--- config.mk ---
export PLATFORM = sky130hd
export DESIGN_NAME = spi_bridge
export DESIGN_NICKNAME = d
export VERILOG_FILES = /design/src/rtl/spi_bridge.sv
export SDC_FILE = /design/constraint.sdc
export NUM_CORES = 1
export LEC_CHECK = 0
export ABC_AREA = 1
export BUFFER_PORTS_ARGS = -buffer_cell sky130_fd_sc_hd__buf_4
export CAP_MARGIN = 0
export CORE_MARGIN = 3
export CORE_UTILIZATION = 49
export CTS_BUF_LIST = sky130_fd_sc_hd__clkbuf_4
export DETAILED_ROUTE_END_ITERATION = 16
export PLACE_DENSITY = 0.71
export SETUP_SLACK_MARGIN = 0.4
export SYNTH_ARGS = -nofsm -noshare
export SYNTH_HDL_FRONTEND = slang
export SYNTH_SLANG_ARGS = --single-unit
export TNS_END_PERCENT = 10
--- constraint.sdc ---
create_clock -name clk -period 1.5 [get_ports clk]
set_input_delay 0.3 -clock clk [delete_from_list [all_inputs] [get_ports clk]]
set_output_delay 0.3 -clock clk [all_outputs]
set_load 0.02 [all_outputs]
--- src/rtl/spi_bridge.sv ---
// rtl/spi_bridge.sv - SPI mode-0 slave bridging serial frames to byte-wide transfers (option: SPI_LSB_FIRST_EN)
module spi_bridge #(
    parameter int SYNC_STAGES = 2
) (
    input  logic       clk,
    input  logic       rst_n,
    input  logic       sclk,
    input  logic       cs_n,
    input  logic       mosi,
    output logic       miso,
    output logic       byte_sync,
    output logic [7:0] data_in,
    input  logic [7:0] data_out
);

    localparam logic [0:0] ST_IDLE   = 1'b0;
    localparam logic [0:0] ST_ACTIVE = 1'b1;

    logic [SYNC_STAGES-1:0] sclk_sync;
    logic [SYNC_STAGES-1:0] cs_sync;
    logic [SYNC_STAGES-1:0] mosi_sync;
    logic                   sclk_d;
    logic                   cs_d;
    logic                   sclk_s;
    logic                   cs_s;
    logic                   mosi_s;
    logic                   sclk_rise;
    logic                   sclk_fall;
    logic                   cs_fall;

    logic [0:0] state;
    logic [7:0] rx_shift;
    logic [7:0] tx_shift;
    logic [2:0] bit_cnt;
    logic       tx_reload;
    logic       rx_done;

    assign sclk_s    = sclk_sync[SYNC_STAGES-1];
    assign cs_s      = cs_sync[SYNC_STAGES-1];
    assign mosi_s    = mosi_sync[SYNC_STAGES-1];
    assign sclk_rise = sclk_s & ~sclk_d;
    assign sclk_fall = ~sclk_s & sclk_d;
    assign cs_fall   = ~cs_s & cs_d;

    // cs_n chain resets low so a select already held across reset never looks like a fresh fall
    always_ff @(posedge clk or negedge rst_n) begin
        if (!rst_n) begin
            sclk_sync <= '0;
            cs_sync   <= '0;
            mosi_sync <= '0;
            sclk_d    <= 1'b0;
            cs_d      <= 1'b0;
        end else begin
            sclk_sync <= {sclk_sync[SYNC_STAGES-2:0], sclk};
            cs_sync   <= {cs_sync[SYNC_STAGES-2:0], cs_n};
            mosi_sync <= {mosi_sync[SYNC_STAGES-2:0], mosi};
            sclk_d    <= sclk_s;
            cs_d      <= cs_s;
        end
    end

    always_ff @(posedge clk or negedge rst_n) begin
        if (!rst_n) begin
            state     <= ST_IDLE;
            rx_shift  <= 8'h00;
            tx_shift  <= 8'h00;
            bit_cnt   <= 3'd0;
            tx_reload <= 1'b0;
            rx_done   <= 1'b0;
            miso      <= 1'b0;
            byte_sync <= 1'b0;
            data_in   <= 8'h00;
        end else begin
            byte_sync <= 1'b0;
            rx_done   <= 1'b0;
            if (rx_done) begin
                data_in   <= rx_shift;
                byte_sync <= 1'b1;
            end
            case (state)
                ST_IDLE: begin
                    if (cs_fall) begin
                        state     <= ST_ACTIVE;
                        tx_shift  <= data_out;
                        bit_cnt   <= 3'd0;
                        tx_reload <= 1'b0;
                    end
                end
                default: begin
                    if (cs_s) begin
                        // deselect outranks any coincident sclk edge
                        state     <= ST_IDLE;
                        bit_cnt   <= 3'd0;
                        tx_reload <= 1'b0;
                        miso      <= 1'b0;
                    end else begin
`ifdef SPI_LSB_FIRST_EN
                        miso <= tx_shift[0];
`else
                        miso <= tx_shift[7];
`endif
                        if (sclk_rise) begin
`ifdef SPI_LSB_FIRST_EN
                            rx_shift <= {mosi_s, rx_shift[7:1]};
`else
                            rx_shift <= {rx_shift[6:0], mosi_s};
`endif
                            bit_cnt <= bit_cnt + 3'd1;
                            if (bit_cnt == 3'd7) begin
                                rx_done   <= 1'b1;
                                tx_reload <= 1'b1;
                            end
                        end
                        if (sclk_fall) begin
                            if (tx_reload) begin
                                tx_shift  <= data_out;
                                tx_reload <= 1'b0;
                            end else begin
`ifdef SPI_LSB_FIRST_EN
                                tx_shift <= {1'b0, tx_shift[7:1]};
`else
                                tx_shift <= {tx_shift[6:0], 1'b0};
`endif
                            end
                        end
                    end
                end
            endcase
        end
    end

endmodule
# Yosys cells after proc, flatten, opt, wreduce, memory -nomap -nowiden
# Index checks and enable logic that the tools add are counted.
[word_totals] latch_bits=0 inputBits=13 ram_bits=0 romBits=0 reg_bits=40 wordCells=54 n_memories=0 output_inout_bits=10
[classes] eq_ne=4 addsub=1 n_mul=0 n_bitwise=6 order_cmp=0 shifts=0 n_reduce_logical=4 n_mux=25 div_mod_pow=0
[ops] operator="8-bit two-way mux" n=5
[ops] operator="1-bit two-way mux" n=16
[ops] operator="3-bit two-way mux" n=4
[ops] operator="3-bit AND reduction" n=2
[ops] operator="2-bit inequality test (second input constant)" n=2
[ops] operator="3-bit by 1-bit adder with 3-bit output (second input constant)" n=1
[ops] operator="1-bit bitwise AND" n=3
[ops] operator="3-bit == test (second input constant)" n=1
[ops] operator="3-bit inequality test (second input constant)" n=1
[ops] operator="1-bit inverter" n=3
[ops] operator="2-bit AND reduction" n=1
[ops] operator="2-bit nonzero test" n=1

# Depth between registers and ports, before layout
# Gate-level depths: netlist of run 1.
[logic_depth] depth_word=7 depth_mapped=7 depth_no_buf=7

# Least setup slack after synthesis of run 1
# OpenSTA, ideal clock, no wires.
[synth_path] path_kind="reg2reg" start="register bit_cnt[0]" end="register tx_reload" setup_slack_ns=0.456 setup_ns=0.116 synth_period_minus_slack_ns=1.044 path_stages_with_launch=7 path_buffers=0 required_ns=1.384 arrival_ns=0.928 path_cell_list="dfrtp_1 ha_1 ha_1 nand2_1 nand2_1 nand2_1 nand2_1"
[synth_between] elab_chain_cells=7
[synth_lines] element="from (decl)" line="34" source="logic [2:0] bit_cnt;"
[synth_lines] element="from (signal assigned)" line="108" source="bit_cnt <= bit_cnt + 3'd1;"
[synth_lines] element="3-bit == test (*)" line="109" source="if (bit_cnt == 3'd7) begin"
[synth_lines] element="1-bit two-way mux (*)" line="109"
[synth_lines] element="1-bit two-way mux (*)" line="102" source="if (sclk_rise) begin"
[synth_lines] element="1-bit two-way mux" line="115" source="if (tx_reload) begin"
[synth_lines] element="1-bit two-way mux (*)" line="114" source="if (sclk_fall) begin"
[synth_lines] element="1-bit two-way mux (*)" line="90" source="if (cs_s) begin"
[synth_lines] element="1-bit two-way mux (*)" line="80" source="case (state)"
[synth_lines] element="to (signal assigned)" line="86" source="tx_reload <= 1'b0;"
[synth_lines] element="to (signal assigned)" line="94" source="tx_reload <= 1'b0;"
[synth_lines] element="to (signal assigned)" line="117" source="tx_reload <= 1'b0;"
[synth_lines] element="to (decl)" line="35" source="logic tx_reload;"
# Every way passes the cells marked *; elsewhere a longest branch is shown, timed or not.
# A chain may end at the register's enable or synchronous reset.

# Final worst setup path of run 1
[layout_path] start="register data_in[1]" end="output data_in[1]"
[layout_lines] element="from (decl)" line="12" source="output logic [7:0] data_in,"
[layout_lines] element="from (signal assigned)" line="77" source="data_in <= rx_shift;"
# No word-level cell between the ends.

==> metrics.txt, run 1 <==
CTS clk-pin slew, worst paths=0.11 ns; maximum number of pins on one net before global-route repair=41; post-route setup TNS=0 ns; critical-path cell list=buf_4; Via density=4.76; ANT cells=0; clk sink count=40; async set-reset flop share out of synthesis=100%; top cell type by total area after synthesis=dfrtp_1; routed length per instance=11.9 um; maximum clock path buffer count=2; multi-input logic area=544 sq um; Seq/Total Area, Yosys=61.7%; CTS Root Cell=clkbuf_4; cell area after layout=1990 sq um; floorplan core area=3100 sq um; Pre-antenna DRT Iters=6; Slew Viols, Final=0; status=completed; most common cell in the netlist=nand2_1; synthesized instance count=166; Max VDD drop=0.000927 V; Rel. slew slack=67.8%; Die X=63.5 um; # DRC=0; Yosys warnings=0; Critical Path AT=0.92 ns; hold wc startpoint=mosi; Post-Route WL=2880 um; Final min period=1.22 ns; Post-synth EDFFs=0; Mapped Nets=181; GPL Wtd Cong=0.867; DIE AREA=4040 sq um; worst reg2reg path endpoint=tx_shift[6]; Max Freq=0.818 GHz; Port-buffer cells=22; Yosys cell types=20; PwrDens=1190 nW/um^2; CP Buf/Inv Count=1; hold endpoint=mosi_sync[0]; IO Count=23; initial antenna violation count=0; setup slack, reg-to-reg=0.37 ns; Iteration-0 DRC Markers=80; row count=20; Top FF cell, synth=dfrtp_1; mapped cell area=1620 sq um; TritonCTS clock tree=done; Routed Antenna Nets=0; class of the tightest hold or removal check=primary input to register; Largest stage delay, worst path=0.41 ns; gr ovfl total=0; global-route wire length before repair=5150 um; final core utilization=64.0%; RSZ-0062 raised after global routing=yes; Vert. Die Dim=63.5 um; ratio of cells with drive above 1 in the final layout=22.7%; Initial Utilization=52.3%; synthesized area per cell=9.77 sq um; worst-margin pin slew=0.482 ns; Max-cap violations=0; FF+latch area=1000 sq um; Hold Path Stages=1; CP max FO=2; critical path's slowest cell=dfrtp_1; startpoint types=register; Tcrit/Tclk final=81.5%; worst r2r src=state; #FFs+latches synth=40; total track usage=16.6%; worst skew pair latency=0.35 ns; Synth area leaders=dfrtp_1, nand2_1, nand3_1, inv_1, nor2_1; placed cell area=1830 sq um; Layout Area Growth over Synthesis=22.5%; fillers=281; Nets=213; clk_skew=0.0159 ns; final setup fails=0; commonest cells in the netlist=nand2_1, dfrtp_1, nand3_1, inv_1, nor2_1; worst path required time=1.20 ns; htree depth=2; Num CTS Buffers=5; final hold viol count=0; R2R depth=6; Pleak=0.00106 uW; WS Path Type=register to output pin; CP top delay family=flip-flops; CP endpoint kind=output pin; DR vias=1,152; HPWL after DPL=1900 um; top cell type's share of synthesized area=61.7%; vias in the first global route=1,182
[layout by cell type (no fill, tap or decap), drive strengths merged]
| master | n |
|---|---|
| dlygate4sd3 | 1 |
| buf | 27 |
| mux2 | 1 |
| bufinv | 2 |
| ha | 2 |
| nand3 | 16 |
| a22o | 1 |
| a21boi | 1 |
| o21ai | 9 |
| nand2 | 61 |
| nor2 | 12 |
| a21oi | 7 |
| clkbuf | 5 |
| inv | 13 |
| dfrtp | 40 |
[through the flow]
step           total power (uW)  setup WS (ns)  hold slack [ns]  std cells
2_1_floorplan              1420          0.456          0.00441        166
3_3_place_gp               1500          0.414            0.294        231
3_5_place_dp               1510          0.388            0.299        231
4_1_cts                    2380          0.281           0.0324        241
5_1_grt                    2480          0.231           0.0166        242
6_report                   2360          0.278           0.0409        242
[cell type report]
cell class                      count  area share (%)
Clock buffer                        5            1.89
Clock inverter                      2            3.02
Inverter                           13            2.46
Multi-Input combinational cell    110            27.4
Sequential cell                    40            50.4
Tap cell                           44            2.77
Timing Repair Buffer               28            12.0
[per-layer routing]
metal | vias to the layer above | track usage [%] | wire length [um] | part of all wire (%)
li1 | 585 | - | - | -
met1 | 536 | 20.1 | 1290 | 45
met4 | 0 | 8.09 | 57 | 2.0
met5 | - | 0 | 0 | 0
met3 | 5 | 6.60 | 144 | 5.0
met2 | 26 | 25.7 | 1390 | 48
[report_power, final]
| part | total [uW] | internal [uW] | switching [uW] |
|---|---|---|---|
| registers | 1240 | 1180 | 60.0 |
| logic | 272 | 111 | 161 |
| clock network | 848 | 510 | 338 |
[registers in the layout (all words and copies together) (netlist names)]
signal	flops
state	1
sclk_d	1
tx_reload	1
rx_shift	8
data_in	8
cs_sync	2
byte_sync	1
tx_shift	8
mosi_sync	2
rx_done	1
sclk_sync	2
miso	1
bit_cnt	3
cs_d	1
[cell families after synthesis]
kind of cell / count (synthesis) / synth area share (%)
mux: 1 / 0.694
flops: 40 / 61.7
buf+inv: 16 / 4.71
compound gates: 18 / 6.64
simple gates: 89 / 24.7
fa+ha+maj: 2 / 1.54
[repair_timing]
item	CTS	global route
endpoints found under the setup margin	20	30
hold endpoints to repair	40	0
buffers inserted	2	1
hold buffers	1	0
resized for setup	7	0
[worst max path at each step]
| stage | slack (ns) | endpoint | cells past startpoint | start |
|---|---|---|---|---|
| 2_1_floorplan | 0.46 | tx_reload | 6 | bit_cnt[0] |
| 3_3_place_gp | 0.41 | tx_shift[6] | 6 | cs_sync[1] |
| 3_5_place_dp | 0.39 | tx_reload | 6 | bit_cnt[0] |
| 4_1_cts | 0.28 | data_in[7] | 1 | data_in[7] |
| 5_1_grt | 0.23 | data_in[1] | 1 | data_in[1] |
| 6_report | 0.28 | data_in[1] | 1 | data_in[1] |
Power figures use the tool's default switching activity.
==> inputs of run 2 (changes only) <==
- PLACE_DENSITY: 0.71 -> 0.74
- clock period: 1.5 -> 1.1 ns (I/O delays scaled with it)
==> metrics.txt, run 2 (same netlist as run 1, synthesis figures left out) <==
status=complete, but fails checks (was completed); violated checks=hold timing, setup timing; Via density=4.99 (was 4.76); RSZ-0062 raised after global routing=yes (unchanged); CP Buf/Inv Count=1 (unchanged); CP top delay family=flip-flops (unchanged); Vert. Die Dim=63.5 um (unchanged); worst-margin pin slew=0.487 ns (was 0.482 ns); gr ovfl total=0 (unchanged); worst reg2reg path endpoint=rx_shift[1] (was tx_shift[6]); Layout Area Growth over Synthesis=36.9% (was 22.5%); worst skew pair latency=0.34 ns (was 0.35 ns); critical path's slowest cell=dfrtp_1 (unchanged); Port-buffer cells=22 (unchanged); DP Cell Count=235 (was 231); worst path required time=1.37 ns (was 1.20 ns); CP endpoint kind=register (was output pin); Hold Buf Count CTS=3 (was 1); PwrDens=1330 nW/um^2 (was 1190 nW/um^2); TritonCTS clock tree=done (unchanged); hold_ws=-0.174 ns (was 0.0409 ns); commonest non-fill, non-tap cells in the layout=nand2_1, dfrtp_1, buf_4, buf_6, nor2_1 (was nand2_1, dfrtp_1, buf_4, nand3_1, inv_1); IO Count=23 (unchanged); clk sink count=40 (unchanged); Iteration-0 DRC Markers=65 (was 80); CP max FO=8 (was 2); routed length per instance=12.8 um (was 11.9 um); final worst slack=-0.0141 ns (was 0.278 ns); WS Path Type=register to register (was register to output pin); worst slack at placement=-0.134 ns (was 0.388 ns); ratio of cells with drive above 1 in the final layout=37.1% (was 22.7%); most common library cell in the layout ignoring fill and taps=nand2_1 (unchanged); final hold viol count=40 (was 0); largest registers=data_in: 8 flops, rx_shift: 8 flops, tx_shift: 8 flops (unchanged); maximum number of pins on one net before global-route repair=41 (unchanged); Max VDD drop=0.00109 V (was 0.000927 V); row count=20 (unchanged); vias in the first global route=1,320 (was 1,182); critical-path cell list=inv_4, nand2_8, nor2_4, nand2_1, o21ai_1 (was buf_4); Num CTS Buffers=5 (unchanged); floorplan core area=3100 sq um (unchanged); CTS Root Cell=clkbuf_4 (unchanged); Post-Route WL=3240 um (was 2880 um); Largest stage delay, worst path=0.43 ns (was 0.41 ns); initial antenna violation count=0 (unchanged); DR vias=1,267 (was 1,152); fillers=225 (was 281); ANT cells=0 (unchanged); GPL Wtd Cong=0.742 (was 0.867); Max-cap violations=0 (unchanged); total track usage=18.8% (was 16.6%); Final Non-Filler Cells=254 (was 242); Initial Utilization=52.3% (unchanged); Max Freq=0.898 GHz; Rel. slew slack=67.5% (was 67.8%); CTS clk-pin slew, worst paths=0.11 ns (about the same); Tcrit/Tclk final=101%; Pleak=0.00112 uW (was 0.00106 uW); htree depth=2 (unchanged); Slew Viols, Final=0 (unchanged); Nets=224 (was 213); Worst Setup SP=cs_sync[1] (was data_in[1]); Pre-antenna DRT Iters=6 (unchanged); clk_skew=0.0105 ns (was 0.0159 ns); # DRC=0 (unchanged); setup slack, reg-to-reg=-0.01 ns (was 0.37 ns); final setup fails=5 (was 0); class of the tightest hold or removal check=primary input to async pin (was primary input to register); HPWL after DPL=1980 um (was 1900 um); worst r2r src=cs_sync[1] (was state); Final min period=1.11 ns; maximum clock path buffer count=2 (unchanged); Routed Antenna Nets=0 (unchanged); post-route setup TNS=-0.0366 ns (was 0 ns); global-route wire length before repair=5840 um (was 5150 um); DIE AREA=4040 sq um (unchanged); startpoint types=register (unchanged); Die X=63.5 um (unchanged); R2R depth=5 (was 6); Critical Path AT=1.39 ns (was 0.92 ns)
-- run 2: cell types whose count changed in the layout (fill, tap and decap cells not counted), moves of 3 or more --
cell / before / now
nand3_1: 16 / 8
buf_6: 7 / 14
nand2_2: 2 / 8
nand2_1: 56 / 48
nand2_8: 0 / 4
o21ai_1: 1 / 8
nand3_2: 0 / 7
inv_1: 11 / 8
o21ai_0: 7 / 0
-- run 2: cell type report --
cell class	instances	area (sq um)	share of cell area, %
clock inverters	1	5.00	0.225
flip-flops and latches	40	1000	45.2
inverters	13	53.8	2.42
multi-input cells	112	699	31.5
well taps	44	55.1	2.48
repair buffers	37	350	15.8
clock buffers	7	52.6	2.37
-- run 2: worst max path at each step --
| stage | to | slack (ns) | cells past startpoint |
|---|---|---|---|
| after detailed placement | bit_cnt[0] | -0.13 | 6 |
| after global placement | tx_shift[4] | -0.08 | 5 |
| after floorplan | tx_reload | 0.11 | 6 |
| final | rx_shift[1] | -0.01 | 5 |
| after CTS | data_in[7] | -0.02 | 1 |
| after global routing | rx_shift[1] | -0.13 | 4 |
-- run 2: per-layer routing --
metal,wire length (um),track usage (%),vias up
met5,0,0,-
met4,108,8.09,0
met3,127,5.53,11
met2,1590,29.6,31
met1,1420,24.1,607
li1,-,-,618
-- run 2: power by group --
group          leakage (uW)  internal, uW  switching, uW
sequential         0.000521          1610           96.6
combinational      0.000562           224            286
clock             0.0000361           298            435
total               0.00112          2130            817
-- run 2: repair_timing --
action                     in CTS  in global routing
setup endpoints to repair      42                 42
cloned                          2                  0
hold endpoints to repair       43                 40
resized for setup              43                  8
pin swaps                      32                 15
buffers inserted                5                  1
-- run 2: metrics by stage --
stage               area (sq um)  total power [uW]  util (%)
detailed placement          1870              2080      60.3
global placement            1870              2060      60.3
finish                      2220              2950      71.5
CTS                         2160              2910      69.6
floorplan                   1630              1940         -
global route                2220              3130      71.5
==> inputs of run 3 (changes only) <==
- ABC_AREA: 1 -> 0
==> metrics.txt, run 3 <==
status=complete, but fails checks (unchanged); violated checks=hold timing, setup timing (unchanged); Pre-antenna DRT Iters=4 (was 6); floorplan core area=3080 sq um (was 3100 sq um); DR vias=908 (was 1,267); fillers=231 (was 225); routed length per instance=14.1 um (was 12.8 um); Vert. Die Dim=62.9 um (was 63.5 um); startpoint types=register (unchanged); worst-margin pin slew=0.481 ns (was 0.487 ns); most common cell in the netlist=dfrtp_1 (was nand2_1); most common library cell in the layout ignoring fill and taps=dfrtp_1 (was nand2_1); Die X=62.9 um (was 63.5 um); PwrDens=1490 nW/um^2 (was 1330 nW/um^2); total track usage=15.0% (was 18.8%); RSZ-0062 raised after global routing=yes (unchanged); worst path required time=1.34 ns (was 1.37 ns); Nets=157 (was 224); Slew Viols, Final=0 (unchanged); Seq/Total Area, Yosys=63.0% (was 61.7%); HPWL after DPL=1800 um (was 1980 um); final core utilization=68.5% (was 71.5%); CP endpoint kind=register (unchanged); Synth area leaders=dfrtp_1, mux2_2, mux2_4, mux2i_1, ha_1 (was dfrtp_1, nand2_1, nand3_1, inv_1, nor2_1); CTS clk-pin slew, worst paths=0.11 ns (about the same); hold_ws=-0.178 ns (was -0.174 ns); ANT cells=0 (unchanged); row count=20 (unchanged); initial antenna violation count=0 (unchanged); final hold viol count=40 (unchanged); class of the tightest hold or removal check=primary input to async pin (unchanged); ratio of cells with drive above 1 in the final layout=55.9% (was 37.1%); #FFs+latches synth=40 (unchanged); htree depth=2 (unchanged); IO Count=23 (unchanged); gr ovfl total=0 (unchanged); async set-reset flop share out of synthesis=100% (unchanged); CP top delay family=simple AND/OR/NAND/NOR gates (was flip-flops); Rel. slew slack=68.0% (was 67.5%); Yosys cell types=21 (was 20); maximum number of pins on one net before global-route repair=41 (unchanged); TritonCTS clock tree=done (unchanged); commonest non-fill, non-tap cells in the layout=dfrtp_1, buf_4, mux2_4, mux2_2, buf_6 (was nand2_1, dfrtp_1, buf_4, buf_6, nor2_1); DIE AREA=3960 sq um (was 4040 sq um); critical path depth=4 (was 5); Tcrit/Tclk final=126% (was 101%); critical-path cell list=nand2b_4, nor3b_4, buf_4, mux2_4 (was inv_4, nand2_8, nor2_4, nand2_1, o21ai_1); CP Buf/Inv Count=1 (unchanged); vias in the first global route=1,004 (was 1,320); maximum clock path buffer count=2 (unchanged); DP Cell Count=173 (was 235); Critical Path AT=1.63 ns (was 1.39 ns); cell area after layout=2110 sq um (was 2220 sq um); global-route wire length before repair=4490 um (was 5840 um); Port-buffer cells=22 (unchanged); placed cell area=1900 sq um (was 1870 sq um); GPL Wtd Cong=0.714 (was 0.742); clk sink count=40 (unchanged); synthesized instance count=99 (was 166); synthesized area per cell=16.1 sq um (was 9.77 sq um); Num CTS Buffers=5 (unchanged); Routed Antenna Nets=0 (unchanged); commonest cells in the netlist=dfrtp_1, mux2_2, mux2_4, nor2_1 (was nand2_1, dfrtp_1, nand3_1, inv_1, nor2_1); Yosys warnings=0 (unchanged); Hold Buf Count CTS=3 (unchanged); Max-cap violations=0 (unchanged); Final Non-Filler Cells=187 (was 254); Initial Utilization=51.6% (was 52.3%); CP max FO=5 (was 8); Layout Area Growth over Synthesis=32.7% (was 36.9%); Iteration-0 DRC Markers=15 (was 65); top cell type's share of synthesized area=63.0% (was 61.7%); Pleak=0.00106 uW (was 0.00112 uW); WS Path Type=register to register (unchanged); final worst slack=-0.291 ns (was -0.0141 ns); R2R depth=4 (was 5); largest registers=data_in: 8 flops, rx_shift: 8 flops, tx_shift: 8 flops (unchanged); CTS Root Cell=clkbuf_4 (unchanged); top cell type by total area after synthesis=dfrtp_1 (unchanged); Top FF cell, synth=dfrtp_1 (unchanged); clk_skew=0.00803 ns (was 0.0105 ns); Post-synth EDFFs=0 (unchanged); final setup fails=25 (was 5); Post-Route WL=2640 um (was 3240 um); Mapped Nets=114 (was 181); mapped cell area=1590 sq um (was 1620 sq um); Via density=4.86 (was 4.99); Max VDD drop=0.000981 V (was 0.00109 V); # DRC=0 (unchanged); Max Freq=0.719 GHz (was 0.898 GHz); Final min period=1.39 ns (was 1.11 ns); post-route setup TNS=-4.66 ns (was -0.0366 ns); critical path's slowest cell=dfrtp_1 (unchanged); Largest stage delay, worst path=0.39 ns (was 0.43 ns); worst skew pair latency=0.34 ns (about the same)
## run 3: changes by cell type after synthesis, moves of 7 or more
cell     delta
nand2_1    -55
mux2_2     +22
nand3_1    -16
inv_1       -8
a21oi_1     -7
o21ai_0     -7
## run 3: final timing paths
check | slack (ns) | start | to
worst max-delay path | -0.29 | cs_sync[1] | rx_shift[2]
worst min-delay path | -0.18 | rst_n | data_in[5]
worst max register to register | -0.29 | cs_sync[1] | rx_shift[2]
worst min register to register | 0.36 | sclk_sync[0] | sclk_sync[1]
max in group asynchronous | 0.91 | rst_n | state
min in group clk | 0.12 | data_out[0] | tx_shift[0]
## run 3: worst reg2reg max path: stages, from the launching register on
cell	delay, ns
dfrtp_1	0.39
nand2b_4	0.18
nor3b_4	0.22
buf_4	0.20
mux2_4	0.31
## run 3: cell families after synthesis
group,Yosys count,synth area share (%)
flops,40,63.0
mux,32,23.9
simple gates,12,5.35
compound gates,7,3.86
buf+inv,6,2.36
fa+ha+maj,2,1.57
## run 3: where the power goes
group	internal [uW]	switching, uW	leakage (uW)	total [uW]
Combinational	301	162	0.000503	463
Sequential	1630	102	0.000516	1730
Clock	501	449	0.0000456	950
Total	2430	713	0.00106	3140
## run 3: timing repair
item,in CTS,in global routing
pin swaps,1,0
endpoints found under the setup margin,41,42
resized for setup,17,0
buffers inserted,3,0
hold endpoints to repair,43,40
## run 3: final cells by class
cell class | count | area (sq um) | share of cell area [%]
Clock inverter | 2 | 35.0 | 1.66
Tap cell | 44 | 55.1 | 2.61
Multi-Input combinational cell | 53 | 609 | 28.9
Sequential cell | 40 | 1000 | 47.5
Clock buffer | 6 | 45.0 | 2.14
Inverter | 3 | 11.3 | 0.534
Timing Repair Buffer | 39 | 350 | 16.6
## run 3: per-layer routing
metal | wire, um | up-vias | GRT usage (%)
met2 | 1340 | 18 | 23.7
met5 | 0 | - | 0
met3 | 98 | 4 | 5.94
li1 | - | 429 | -
met1 | 1170 | 457 | 18.2
met4 | 34 | 0 | 6.06
## run 3: metrics by stage
stage          total power [uW]  setup WS [ns]  hold WS [ns]
6_report                   3140         -0.291        -0.178
5_1_grt                    3280         -0.348        -0.174
4_1_cts                    3170         -0.300        -0.171
3_5_place_dp               2150         -0.306         0.219
3_3_place_gp               2120         -0.265         0.210
2_1_floorplan              2000         -0.287       -0.0756
